`src/rtl/alu_seq_pkg.sv`:
```
// Shared definitions for the multiply/divide sequencer.
//
// Contents:
//   - ALU function-select codes for the external 10181-style slice chain.
//   - The sequencer state enum.
package alu_seq_pkg;

    // Function-select codes. ALU_PASSA is used with logic mode; the rest use arithmetic mode.
    localparam logic [3:0] ALU_ADD   = 4'b0110;
    localparam logic [3:0] ALU_SUB   = 4'b1001;
    localparam logic [3:0] ALU_INC   = 4'b0000;
    localparam logic [3:0] ALU_PASSA = 4'b1111;

    // The negate states are only reachable when MULDIV_SIGNED_EN is defined.
    typedef enum logic [2:0] {
        StIdle,
        StMstep,
        StDstep,
        StDone,
        StNega,
        StNegb,
        StNegl,
        StNegh
    } state_e;

endpackage

```
`src/rtl/alu_muldiv_seq.sv`:
```
// Multi-cycle unsigned multiply/divide sequencer.
//
// It controls an external combinational W-bit ALU built from 10181-style slices. Multiply uses
// shift-and-add, and divide uses restoring division. Both take one ALU operation per step.
//
// Ports:
//   clk, rst_n             clock; asynchronous active-low reset
//   start, op_div          request (accepted when start && ready); 0 = multiply, 1 = divide
//   opa, opb               multiplicand/dividend, multiplier/divisor
//   ready                  high only while idle
//   res_valid, res_ready   result handshake; the result is held until res_ready
//   res_hi, res_lo, res_dz product high/low word, or remainder/quotient; divide-by-zero flag
//   alu_s, alu_m, alu_cin  ALU function select, mode (1 = logic), carry-in
//   alu_a, alu_b           ALU operands
//   alu_f, alu_cout        ALU result and carry-out (for subtract, 1 = no borrow)
//
// Build option: MULDIV_SIGNED_EN adds the op_signed input and four negate states (NEGA and NEGB
// before the steps, NEGL and NEGH after them). Signed latency is W+5, and unsigned latency is W+1.
// W must be a multiple of 4 so that the slice chain fits.
module alu_muldiv_seq
    import alu_seq_pkg::*;
#(
    parameter int unsigned W = 36
) (
    input  logic         clk,
    input  logic         rst_n,
    input  logic         start,
    input  logic         op_div,
`ifdef MULDIV_SIGNED_EN
    input  logic         op_signed,
`endif
    input  logic [W-1:0] opa,
    input  logic [W-1:0] opb,
    output logic         ready,
    output logic         res_valid,
    input  logic         res_ready,
    output logic [W-1:0] res_hi,
    output logic [W-1:0] res_lo,
    output logic         res_dz,
    output logic [3:0]   alu_s,
    output logic         alu_m,
    output logic         alu_cin,
    output logic [W-1:0] alu_a,
    output logic [W-1:0] alu_b,
    input  logic [W-1:0] alu_f,
    input  logic         alu_cout
);

    localparam int unsigned CW = $clog2(W + 1);

    // When the step count runs out, the signed build still has to fix up the result signs.
`ifdef MULDIV_SIGNED_EN
    localparam state_e StAfterStep = StNegl;
`else
    localparam state_e StAfterStep = StDone;
`endif

    state_e         state_q, state_d;
    logic [W-1:0]   ac_q, ac_d;
    logic [W-1:0]   q_q, q_d;
    logic [W-1:0]   md_q, md_d;
    logic [CW-1:0]  cnt_q, cnt_d;
    logic           dz_q, dz_d;

`ifdef MULDIV_SIGNED_EN
    logic           sgn_q, sgn_d;
    logic           div_q, div_d;
    logic           a_neg_q, a_neg_d;
    logic           b_neg_q, b_neg_d;
    logic           c_q, c_d;       // low-word carry out of NEGL, used as the carry-in for NEGH
`endif

    // The partial remainder shifted left by one, taking in the next dividend bit.
    logic [W-1:0]   div_shift;
    assign div_shift = {ac_q[W-2:0], q_q[W-1]};

    always_ff @(posedge clk or negedge rst_n) begin
        if (!rst_n) begin
            state_q <= StIdle;
            ac_q    <= '0;
            q_q     <= '0;
            md_q    <= '0;
            cnt_q   <= '0;
            dz_q    <= 1'b0;
`ifdef MULDIV_SIGNED_EN
            sgn_q   <= 1'b0;
            div_q   <= 1'b0;
            a_neg_q <= 1'b0;
            b_neg_q <= 1'b0;
            c_q     <= 1'b0;
`endif
        end else begin
            state_q <= state_d;
            ac_q    <= ac_d;
            q_q     <= q_d;
            md_q    <= md_d;
            cnt_q   <= cnt_d;
            dz_q    <= dz_d;
`ifdef MULDIV_SIGNED_EN
            sgn_q   <= sgn_d;
            div_q   <= div_d;
            a_neg_q <= a_neg_d;
            b_neg_q <= b_neg_d;
            c_q     <= c_d;
`endif
        end
    end

    always_comb begin
        state_d = state_q;
        ac_d    = ac_q;
        q_d     = q_q;
        md_d    = md_q;
        cnt_d   = cnt_q;
        dz_d    = dz_q;
`ifdef MULDIV_SIGNED_EN
        sgn_d   = sgn_q;
        div_d   = div_q;
        a_neg_d = a_neg_q;
        b_neg_d = b_neg_q;
        c_d     = c_q;
`endif
        alu_s   = ALU_PASSA;
        alu_m   = 1'b1;
        alu_cin = 1'b0;
        alu_a   = '0;
        alu_b   = '0;

        case (state_q)
            StIdle: begin
                if (start) begin
                    md_d  = opb;
                    cnt_d = CW'(W);
`ifdef MULDIV_SIGNED_EN
                    sgn_d   = op_signed;
                    div_d   = op_div;
                    a_neg_d = opa[W-1];
                    b_neg_d = opb[W-1];
`endif
                    if (op_div && (opb == '0)) begin
                        // Divide-by-zero returns the dividend as the remainder.
                        ac_d    = opa;
                        q_d     = '0;
                        dz_d    = 1'b1;
                        state_d = StDone;
                    end else begin
                        ac_d = '0;
                        q_d  = opa;
`ifdef MULDIV_SIGNED_EN
                        state_d = StNega;
`else
                        state_d = op_div ? StDstep : StMstep;
`endif
                    end
                end
            end

            StMstep: begin
                alu_s = ALU_ADD;
                alu_m = 1'b0;
                alu_a = ac_q;
                alu_b = md_q;
                // {AC,Q} shifts right one bit, and the sum is kept only when the multiplier bit is 1.
                if (q_q[0]) begin
                    ac_d = {alu_cout, alu_f[W-1:1]};
                    q_d  = {alu_f[0], q_q[W-1:1]};
                end else begin
                    ac_d = {1'b0, ac_q[W-1:1]};
                    q_d  = {ac_q[0], q_q[W-1:1]};
                end
                cnt_d = cnt_q - 1'b1;
                if (cnt_q == CW'(1)) begin
                    state_d = StAfterStep;
                end
            end

            StDstep: begin
                alu_s   = ALU_SUB;
                alu_m   = 1'b0;
                alu_cin = 1'b1;
                alu_a   = div_shift;
                alu_b   = md_q;
                // If the bit shifted out of AC is set, the shifted value is already >= MD.
                if (ac_q[W-1] | alu_cout) begin
                    ac_d = alu_f;
                    q_d  = {q_q[W-2:0], 1'b1};
                end else begin
                    ac_d = div_shift;
                    q_d  = {q_q[W-2:0], 1'b0};
                end
                cnt_d = cnt_q - 1'b1;
                if (cnt_q == CW'(1)) begin
                    state_d = StAfterStep;
                end
            end

            StDone: begin
                if (res_ready) begin
                    state_d = StIdle;
                    dz_d    = 1'b0;
                end
            end

`ifdef MULDIV_SIGNED_EN
            // Each negate state computes ~x + cin on the ALU. The result is written back only
            // when the sign rule calls for it.
            StNega: begin
                alu_s   = ALU_INC;
                alu_m   = 1'b0;
                alu_cin = 1'b1;
                alu_a   = ~q_q;
                if (sgn_q && a_neg_q) begin
                    q_d = alu_f;
                end
                state_d = StNegb;
            end

            StNegb: begin
                alu_s   = ALU_INC;
                alu_m   = 1'b0;
                alu_cin = 1'b1;
                alu_a   = ~md_q;
                if (sgn_q && b_neg_q) begin
                    md_d = alu_f;
                end
                state_d = div_q ? StDstep : StMstep;
            end

            StNegl: begin
                alu_s   = ALU_INC;
                alu_m   = 1'b0;
                alu_cin = 1'b1;
                alu_a   = ~q_q;
                c_d     = alu_cout;
                if (sgn_q && (a_neg_q ^ b_neg_q)) begin
                    q_d = alu_f;
                end
                state_d = StNegh;
            end

            StNegh: begin
                alu_s   = ALU_INC;
                alu_m   = 1'b0;
                alu_cin = div_q ? 1'b1 : c_q;
                alu_a   = ~ac_q;
                // A remainder takes the dividend's sign. A product high word takes the product's sign.
                if (sgn_q && (div_q ? a_neg_q : (a_neg_q ^ b_neg_q))) begin
                    ac_d = alu_f;
                end
                state_d = StDone;
            end
`endif

            default: begin
                state_d = StIdle;
            end
        endcase
    end

    assign ready     = (state_q == StIdle);
    assign res_valid = (state_q == StDone);
    assign res_hi    = res_valid ? ac_q : '0;
    assign res_lo    = res_valid ? q_q : '0;
    assign res_dz    = dz_q;

endmodule

```
`config.mk`:
```
export PLATFORM = sky130hd
export DESIGN_NAME = alu_muldiv_seq
export DESIGN_NICKNAME = d
export VERILOG_FILES = /design/src/rtl/alu_seq_pkg.sv /design/src/rtl/alu_muldiv_seq.sv
export SDC_FILE = /design/constraint.sdc
export NUM_CORES = 1
export LEC_CHECK = 0
export ABC_CLOCK_PERIOD_IN_PS = 2620
export CAP_MARGIN = 20
export CORE_MARGIN = 1.5
export CORE_UTILIZATION = 47
export DETAILED_ROUTE_END_ITERATION = 8
export HOLD_SLACK_MARGIN = 0.08
export PLACE_DENSITY = 0.85
export SLEW_MARGIN = 40
export SYNTH_ARGS = -nofsm -noshare
export SYNTH_HDL_FRONTEND = slang
export SYNTH_SLANG_ARGS = --single-unit
```
`constraint.sdc`:
```
create_clock -name clk -period 2.62 [get_ports clk]
set_input_delay 0.393 -clock clk [delete_from_list [all_inputs] [get_ports clk]]
set_output_delay 0.393 -clock clk [all_outputs]
set_load 0.02 [all_outputs]
```
==> metrics.md <==
| Metric | Value |
|---|---|
| FP Rows | `47` |
| Final hold violations | `0` |
| Design Area, Final | `11830 um2` |
| Core box area | `~17000 um2` |
| Top_reg_cell synth | `dfrtp_1` |
| Count of input and output buffers | `around 270` |
| Worst Tran Pin Value | `between 700 and 800 ps` |
| Area Growth Syn to Fin | `46.57%` |
| Worst EP required | `approximately 2200 ps` |
| Global-route wire length before repair | `42370 um` |
| Seq. cell area | `2930 um2` |
| Root buf cell | `clkbuf_16` |
| Leakage | `roughly 0.0055 uW` |
| Syn_nets | `995` |
| Count leader, synth | `dfrtp_1` |
| Worst skew pair latency | `between 400 and 500 ps` |
| Die ar. | `17960 um2` |
| DRC errors left | `0` |
| DIE HEIGHT | `134.0 um` |
| Max IR drop VDD | `a little under 0.8 mV` |
| Total track usage | `0.2951` |
| Asr flop ratio synth | `1.000` |
| Total gr overflow | `0` |
| Number of global-route vias before repair | `7787` |
| CP Launch Type | `register` |
| Dpl cell area | `11120 um2` |
| CP Max Fanout | `45` |
| Status | `complete, no violations` |
| Dpl hpwl | `18590 um` |
| WP data arrival | `2150 ps` |
| Layout cells sized above 1 | `0.1521` |
| Clock sinks | `~120` |
| Via count | `8200` |
| EDFF count, synth | `0` |
| Top-area cell type share of the netlist area | `0.3629` |
| Power Density | `951.1 nW/um2` |
| Final setup vio count | `0` |
| Crit end category | `output pin` |
| Most frequent cells after synthesis | `dfrtp_1, and2_1, mux2_2, a22oi_1` |
| Yosys reg bits | `117` |
| Worst rel slew slack | `0.4965` |
| Fin nets | `1228` |
| WS Path Type | `reg -> out` |
| Seq/Total Area, Yosys | `0.3629` |
| Htree depth | `4` |
| WHS | `495.5 ps` |
| Slew Limit Fails | `0` |
| Largest net degree at the start of global routing | `49` |
| Syn Inst Count | `872` |
| Vias per cell | `6.115` |
| Clock Skew | `around 10 ps` |
| CTS tree | `built` |
| Area leader, netlist | `dfrtp_1` |
| Routed Antenna Nets | `0` |
| Crit path time final | `2539 ps` |
| Total chip power | `11250 uW` |
| Hold Crit Class | `reg -> reg` |
| Num CTS Buffers | `17` |
| Initial antenna violation count | `3` |
| Max frequency | `around 0.39 GHz` |
| GPL Wtd Cong | `0.8861` |
| Reg2reg setup slack | `300 ps` |
| Fill cells | `1264` |
| Buffer levels on the longest clock path | `2` |
| Area of the mapped netlist | `8068 um2` |
| Synth unique cells | `42` |
| Final wirelength | `27130 um` |
| Syn. warnings | `0` |
| Starting DRT DRC Count | `799` |
| Post-route setup slack | `81.04 ps` |
| Clock Pin Slew Worst Setup and Hold Paths | `50 ps` |
| IO Count | `267` |
| Top post-synthesis cells by area | `dfrtp_1, mux2_2, and2_1, a221o_1, a22oi_1` |
| Initial cell density of the core | `0.4831` |
| Pre-Repair DR Iteration Count | `5` |
| Tcrit/Tclk final | `0.9691` |
| # Max-Cap Violations | `0` |
| WL/cell | `20.23 um` |
| Placement Setup Slack | `~210 ps` |
| Avg Synthesized Cell Area | `9.252 um2` |
| Die Wd | `around 130 um` |
| Multi-input logic area | `4792 um2` |
[report_power, final]
group,total [uW],leakage (uW),switching (uW),internal [uW]
sequential,3190,0.00148,698,2490
clock,2310,0.000279,884,1430
combinational,5740,0.00372,3120,2620
total,11200,0.00548,4710,6540
[stage by stage]
stage | TNS [ps] | cells | utilization
after floorplan | 0 | 872 | -
after global placement | 0 | 1300 | 0.6660
after detailed placement | 0 | 1300 | 0.6660
after CTS | 0 | 1338 | 0.7019
after global routing | -14.11 | 1341 | 0.7080
final | 0 | 1341 | 0.7080
[metal layers]
metal / wire (um) / track usage / share of wire
met5: 0 / 0 / 0
met4: 650 / 0.1099 / 0.024
met3: 1775 / 0.04686 / 0.065
met2: 13560 / 0.4960 / 0.50
met1: 11140 / 0.3848 / 0.41
[area by class of cell]
cell class                 count  area share
multi-input combinational    653      0.4052
clock inverter                14     0.01291
timing repair buffer         306      0.2696
antenna                        3   0.0006349
sequential                   117      0.2478
clock buffer                  18     0.03714
inverter                      10    0.003386
tap                          220     0.02328
[cell usage in the layout (no fill, tap or decap), drive strengths merged, types with 6 or more instances in the layout]
master and count:
a21oi 38, a221o 72, a22oi 72, and2 111
buf 41, clkbuf 18, clkdlybuf4s50 154, clkinv 6
dfrtp 117, dlygate4sd2 72, dlymetal6s2s 38, ha 9
inv 12, mux2 73, nand2 44, nor2 43
nor3 36, nor3b 36, nor4 12, o21a 36
o21ai 43
[cells by family after synthesis]
family / share of synthesized area
XOR/XNOR: 0.001086
AND/OR/NAND/NOR: 0.2142
adder cells (fa/ha/maj): 0.01396
flip-flops: 0.3629
buffers and inverters: 0.05226
AO/OA/AOI/OAI: 0.2500
multiplexers: 0.1056
[final timing paths]
| kind | from | to | depth (start not counted) |
|---|---|---|---|
| worst max-delay path | state_q[0]$_DFFE_PN0P_ | res_lo[30] | 5 |
| worst min-delay path | md_q[1]$_DFFE_PN0P_ | md_q[1]$_DFFE_PN0P_ | 1 |
| worst max register to register | state_q[0]$_DFFE_PN0P_ | ac_q[4]$_DFFE_PN0P_ | 9 |
| worst min register to register | md_q[1]$_DFFE_PN0P_ | md_q[1]$_DFFE_PN0P_ | 1 |
| max in group asynchronous | rst_n | q_q[0]$_DFFE_PN0P_ | 3 |
| min in group asynchronous | rst_n | md_q[24]$_DFFE_PN0P_ | 2 |
[worst max-delay path: stages, from the launching register on]
cell	delay [ps]
dfrtp_1	340
buf_4	170
ha_4	240
buf_12	210
and2_1	160
clkdlybuf4s50_1	600
[state kept, by name (all words and copies together) (netlist names)]
register  count
ac_q         36
cnt_q         6
state_q       2
md_q         36
res_dz        1
q_q          36
[what timing repair did]
item,4_1_cts,5_1_grt
pin swaps,2,0
hold buffers,1,0
gates resized for setup,78,38
setup buffers,5,0
endpoints found under the setup margin,122,38
endpoints found under the hold margin,41,0
(Power assumes the default switching activity.)
==> patch 1 (same settings) <==
Take the reset off `q_q` and load it in a clocked block of its own.
--- a/src/rtl/alu_muldiv_seq.sv
+++ b/src/rtl/alu_muldiv_seq.sv
@@ -79,5 +79,4 @@
             state_q <= StIdle;
             ac_q    <= '0;
-            q_q     <= '0;
             md_q    <= '0;
             cnt_q   <= '0;
@@ -93,5 +92,4 @@
             state_q <= state_d;
             ac_q    <= ac_d;
-            q_q     <= q_d;
             md_q    <= md_d;
             cnt_q   <= cnt_d;
@@ -105,4 +103,8 @@
 `endif
         end
+    end
+
+    always_ff @(posedge clk) begin
+        q_q <= q_d;
     end
 
Check against the original RTL: no difference found for any inputs over 4 cycles, from zero or initial values and one cycle with rst_n low; that may be too few to reach the edited logic, so the function may still have changed.
==> patch 1 against the original RTL <==
Sequential cell count is the same. Count of clock-buffer cells in the layout grew 1. Total power grew 3.4%. Wire length grew 1.6%. Final area grew 1.8%. Global-route usage grew 0.23 points. Worst setup slack lost 42 ps. Area after synthesis grew 2.9%. Highest routed layer unchanged.
==> patch 1: results (changes against the original RTL) <==
* Layout cells sized above 1 at 17.28% (+2.1 points)
* Routed wl met3 at 2754 µm (+55%)
* Met1 wire length at 10850 µm (-2.6%)
* M2 GR Usage at 48.90% (-0.70 points)
* LEAKAGE at 5.295 nW (-3.4%)
* Top cells by count, synth: 115 x nand2_1, 110 x and2_1, 81 x dfrtp_1
* Int Pwr at 0.006853 W (+4.8%)
* Clock Power Share at 19.6% (-1.0 points)
* Post-synthesis sequential area ratio at 37.43% (+1.1 points)
* Post-synthesis cell type count at 48 (+14%)
* Final Hold Slack at 469.4 ps (-26.16 ps)
* First-pass GRT wire length at 42920 µm (+1.3%)
* Detailed router's first-iteration violation count at 797 (-0.25%)
* # nets final at 1273 (+3.7%)
* Dpl ws at -27.75 ps (-239.4 ps)
* Mux contribution to synthesized area at 10.00% (-0.56 points)
* Compound-Gate Fraction of Synth Area at 24.26% (-0.74 points)
* Placed insts at 1350 (+3.8%)
* GPL Wtd Cong at 0.8792 (-0.78%)
* FF-to-FF Start: state_q[1]$_DFFE_PN0P_
* Setup ws final at 39.33 ps (-41.71 ps)
* Vias per inst at 5.923 (-3.1%)
* FFs w/ async S/R, synth at 69.23% (-31 points)
* Initial antenna violation count at 2 (-1)
* Largest net degree at the start of global routing at 76 (+55%)
* Resized Gates After CTS at 37 (-53%)
* Slew margin rel. at 47.78% (-1.9 points)
* Synth top area share at 24.41% (-12 points)
* Placed Instance Area at 11330 µm² (+1.9%)
* Post-synth EDFFs at 36 (+36)
* Syn Area/Cell at 9.196 µm² (-0.60%)
* Met2 wire len at 13210 µm (-2.6%)
* Vias at 8233 (+0.40%)
* HPWL after detailed placement at 19430 µm (+4.5%)
* Met1 usage at 37.41% (-1.1 points)
* Wire length per cell at 19.82 µm (-2.0%)
* XOR/XNOR share of the synthesized area at 0.1055% (-0.0031 points)
* Reg power frac at 29.3% (+0.9 points)
* Outcome: finished, final reports clean
* Pre-antenna DRT Iters at 7 (+2)
* Vias in the first global route at 7968 (+2.3%)
* Total Routing Usage GR at 29.74% (+0.23 points)
* Synth top area cells: dfrtp_1 24%, edfxtp_1 13%, mux2_2 9.8%
* Net count of the mapped netlist at 1026 (+3.1%)
* Max IR drop VDD at 0.0007505 V (-4.1%)
* Worst hold-check path type: input port to asynchronous set/reset pin
## patch 1: final timing paths
check                                    endpoint  depth (start not counted)
min in group clk             md_q[23]$_DFFE_PN0P_                          1
hold reg to reg              md_q[23]$_DFFE_PN0P_                          1
hold / removal                md_q[4]$_DFFE_PN0P_                          2
max in group asynchronous     ac_q[4]$_DFFE_PN0P_                          3
setup reg to reg           state_q[0]$_DFFE_PN0P_                          8
setup / recovery                       res_lo[34]                          5
## patch 1: cell families after synthesis
family / Yosys count
adders and majority gates: 9
AOI/OAI and AO/OA: 268
muxes: 74
buffers and inverters: 100
xor gates and xnor gates: 1
DFF: 117
and+or+nand+nor: 334
## patch 1: area by class of cell
class | count | area [µm²]
diodes | 2 | 5.005
clock buffers | 19 | 432.9
clock inverters | 13 | 138.9
fillers | 1310 | 5260
inverters | 11 | 46.29
multi-input cells | 686 | 4805
flip-flops and latches | 117 | 3109
well taps | 225 | 281.5
repair buffers | 317 | 3218
==> patch 2 (same settings) <==
Without the edit above. `W`: 36 -> 32.
--- a/src/rtl/alu_muldiv_seq.sv
+++ b/src/rtl/alu_muldiv_seq.sv
@@ -21,5 +21,5 @@
     import alu_seq_pkg::*;
 #(
-    parameter int unsigned W = 36
+    parameter int unsigned W = 32
 ) (
     input  logic         clk,
Ports: changed (7 resized); port bits go from 267 to 239. No check against the original RTL was run, so the function may have changed too.
==> patch 2 against the original RTL <==
Worst setup slack got worse by 29 ps. Critical path depth did not move. Final area fell by 11%. Register-to-register slack improved by 200 ps. Wire length fell by 8.6%. Area after synthesis fell by 6.1%. Sequential cell count fell by 12. Critical endpoint is now alu_b[19]. Largest cell class unchanged.
Power is not compared: it rests on default switching activity, and its combinational part moved more than twofold at a synthesized area within 25%.
==> patch 2: results (changes against the original RTL) <==
* Pre-antenna DRT Iters at 6 (+1)
* ANT cells at 0 (-3)
* Reg2Reg Depth at 8 (-1)
* Post-synthesis sequential area ratio at 34.69% (-1.6 points)
* Clock latency at the later pin of the worst-skew pair at 360 ps (-60 ps)
* Critical Path Start: state_q[1]$_DFFE_PN0P_
* Reg-to-reg slack, setup at 500 ps (+200 ps)
* Post-synthesis cell type count at 35 (-17%)
* Layout Skew at 5.711 ps (-4.261 ps)
* Detailed router's first-iteration violation count at 644 (-19%)
* Largest net degree at the start of global routing at 81 (+65%)
* Htree depth at 3 (-1)
* # nets final at 1247 (+1.5%)
* Final Hold Slack at 62.99 ps (-432.5 ps)
* Total CTS buffers at 9 (-8)
* Routed WL at 24780 µm (-8.6%)
* Sw power at between 0.001 and 0.0015 W
* Routed wl met3 at 1950 µm (+9.9%)
* Vias at 7785 (-5.1%)
* Initial antenna violation count at 0 (-3)
* Worst hold-check path type: input port to asynchronous set/reset pin
* Met1 wire length at 10400 µm (-6.6%)
* CTS clk-pin slew, worst paths at 70 ps (+20 ps)
* Worst R2R End: ac_q[9]$_DFFE_PN0P_
* Layout cells sized above 1 at 8.764% (-6.4 points)
* Total Routing Usage GR at 29.47% (-0.033 points)
* First-pass GRT wire length at 38860 µm (-8.3%)
* Synth top area cells: dfrtp_1 35%, mux2i_1 8.9%, and2_1 8.1%
* # fillers at 1267 (+0.24%)
* CP delay by family, top: buffers and inverters
* Vias in the first global route at 7153 (-8.1%)
* Net count of the mapped netlist at 1053 (+5.8%)
* GPL Wtd Cong at 0.9309 (+5.1%)
* Top cells by count, synth: 133 x nand2_1, 105 x dfrtp_1, 98 x and2_1
* Top Registers: ac_q (32), md_q (32), q_q (32)
* Port Buf Inserts at 238 (-11%)
* Worst Tran Pin Value at 666.0 ps (-89.26 ps)
* Outcome: finished, final reports clean
* Met2 wire len at 11520 µm (-15%)
* HPWL after detailed placement at 17710 µm (-4.7%)
* GRT met3 Usage at 4.469% (-0.22 points)
* Met1 usage at 40.44% (+2.0 points)
* Max stage delay on crit path at 630 ps (+30 ps)
* M2 GR Usage at 46.84% (-2.8 points)
* Post-CTS setup buffer count at 0 (-5)
==> patch 2: power groups by stage <==
stage | registers, W | clock network, W | logic, W
floorplan | 0.00183 | 0 | 0.000454
global placement | 0.00189 | 0 | 0.000847
detailed placement | 0.00189 | 0 | 0.000855
CTS | 0.00186 | 0.00130 | 0.000821
global route | 0.00188 | 0.00138 | 0.000892
finish | 0.00187 | 0.00128 | 0.000825
==> patch 2: worst max path at each step <==
stage	to	slack [ps]
global route	alu_b[28]	1
finish	alu_b[19]	50
CTS	alu_b[0]	4
global placement	alu_b[9]	270
detailed placement	alu_b[13]	190
floorplan	alu_a[12]	170
==> patch 2: cells by family after synthesis <==
kind of cell               after synthesis  synth area share (%)
AOI/OAI and AO/OA                      209                 16.95
adders and majority gates                9                 1.487
buffers and inverters                  126                 6.658
DFF                                    105                 34.69
muxes                                  100                 13.76
and+or+nand+nor                        393                 26.45
==> patch 2: cell type report <==
type / instances / share of cell area (%)
repair buffers: 268 / 26.06
flip-flops and latches: 105 / 24.85
inverters: 41 / 1.454
clock buffers: 10 / 2.164
clock inverters: 6 / 0.4256
multi-input cells: 711 / 42.49
well taps: 216 / 2.554
==> patch 2: stage by stage <==
stage	cell area, µm²	std cells	util (%)	setup slack, ps
after floorplan	7574	942	-	167.9
after global placement	10270	1341	64.87	266.9
after detailed placement	10270	1341	64.87	188.8
after CTS	10510	1357	66.41	4.229
after global routing	10580	1357	66.86	1.064
final	10580	1357	66.86	52.17
==> patch 2: timing repair <==
item | 4_1_cts | 5_1_grt
endpoints found under the setup margin | 82 | 57
gates resized for setup | 42 | 29
endpoints found under the hold margin | 0 | 0
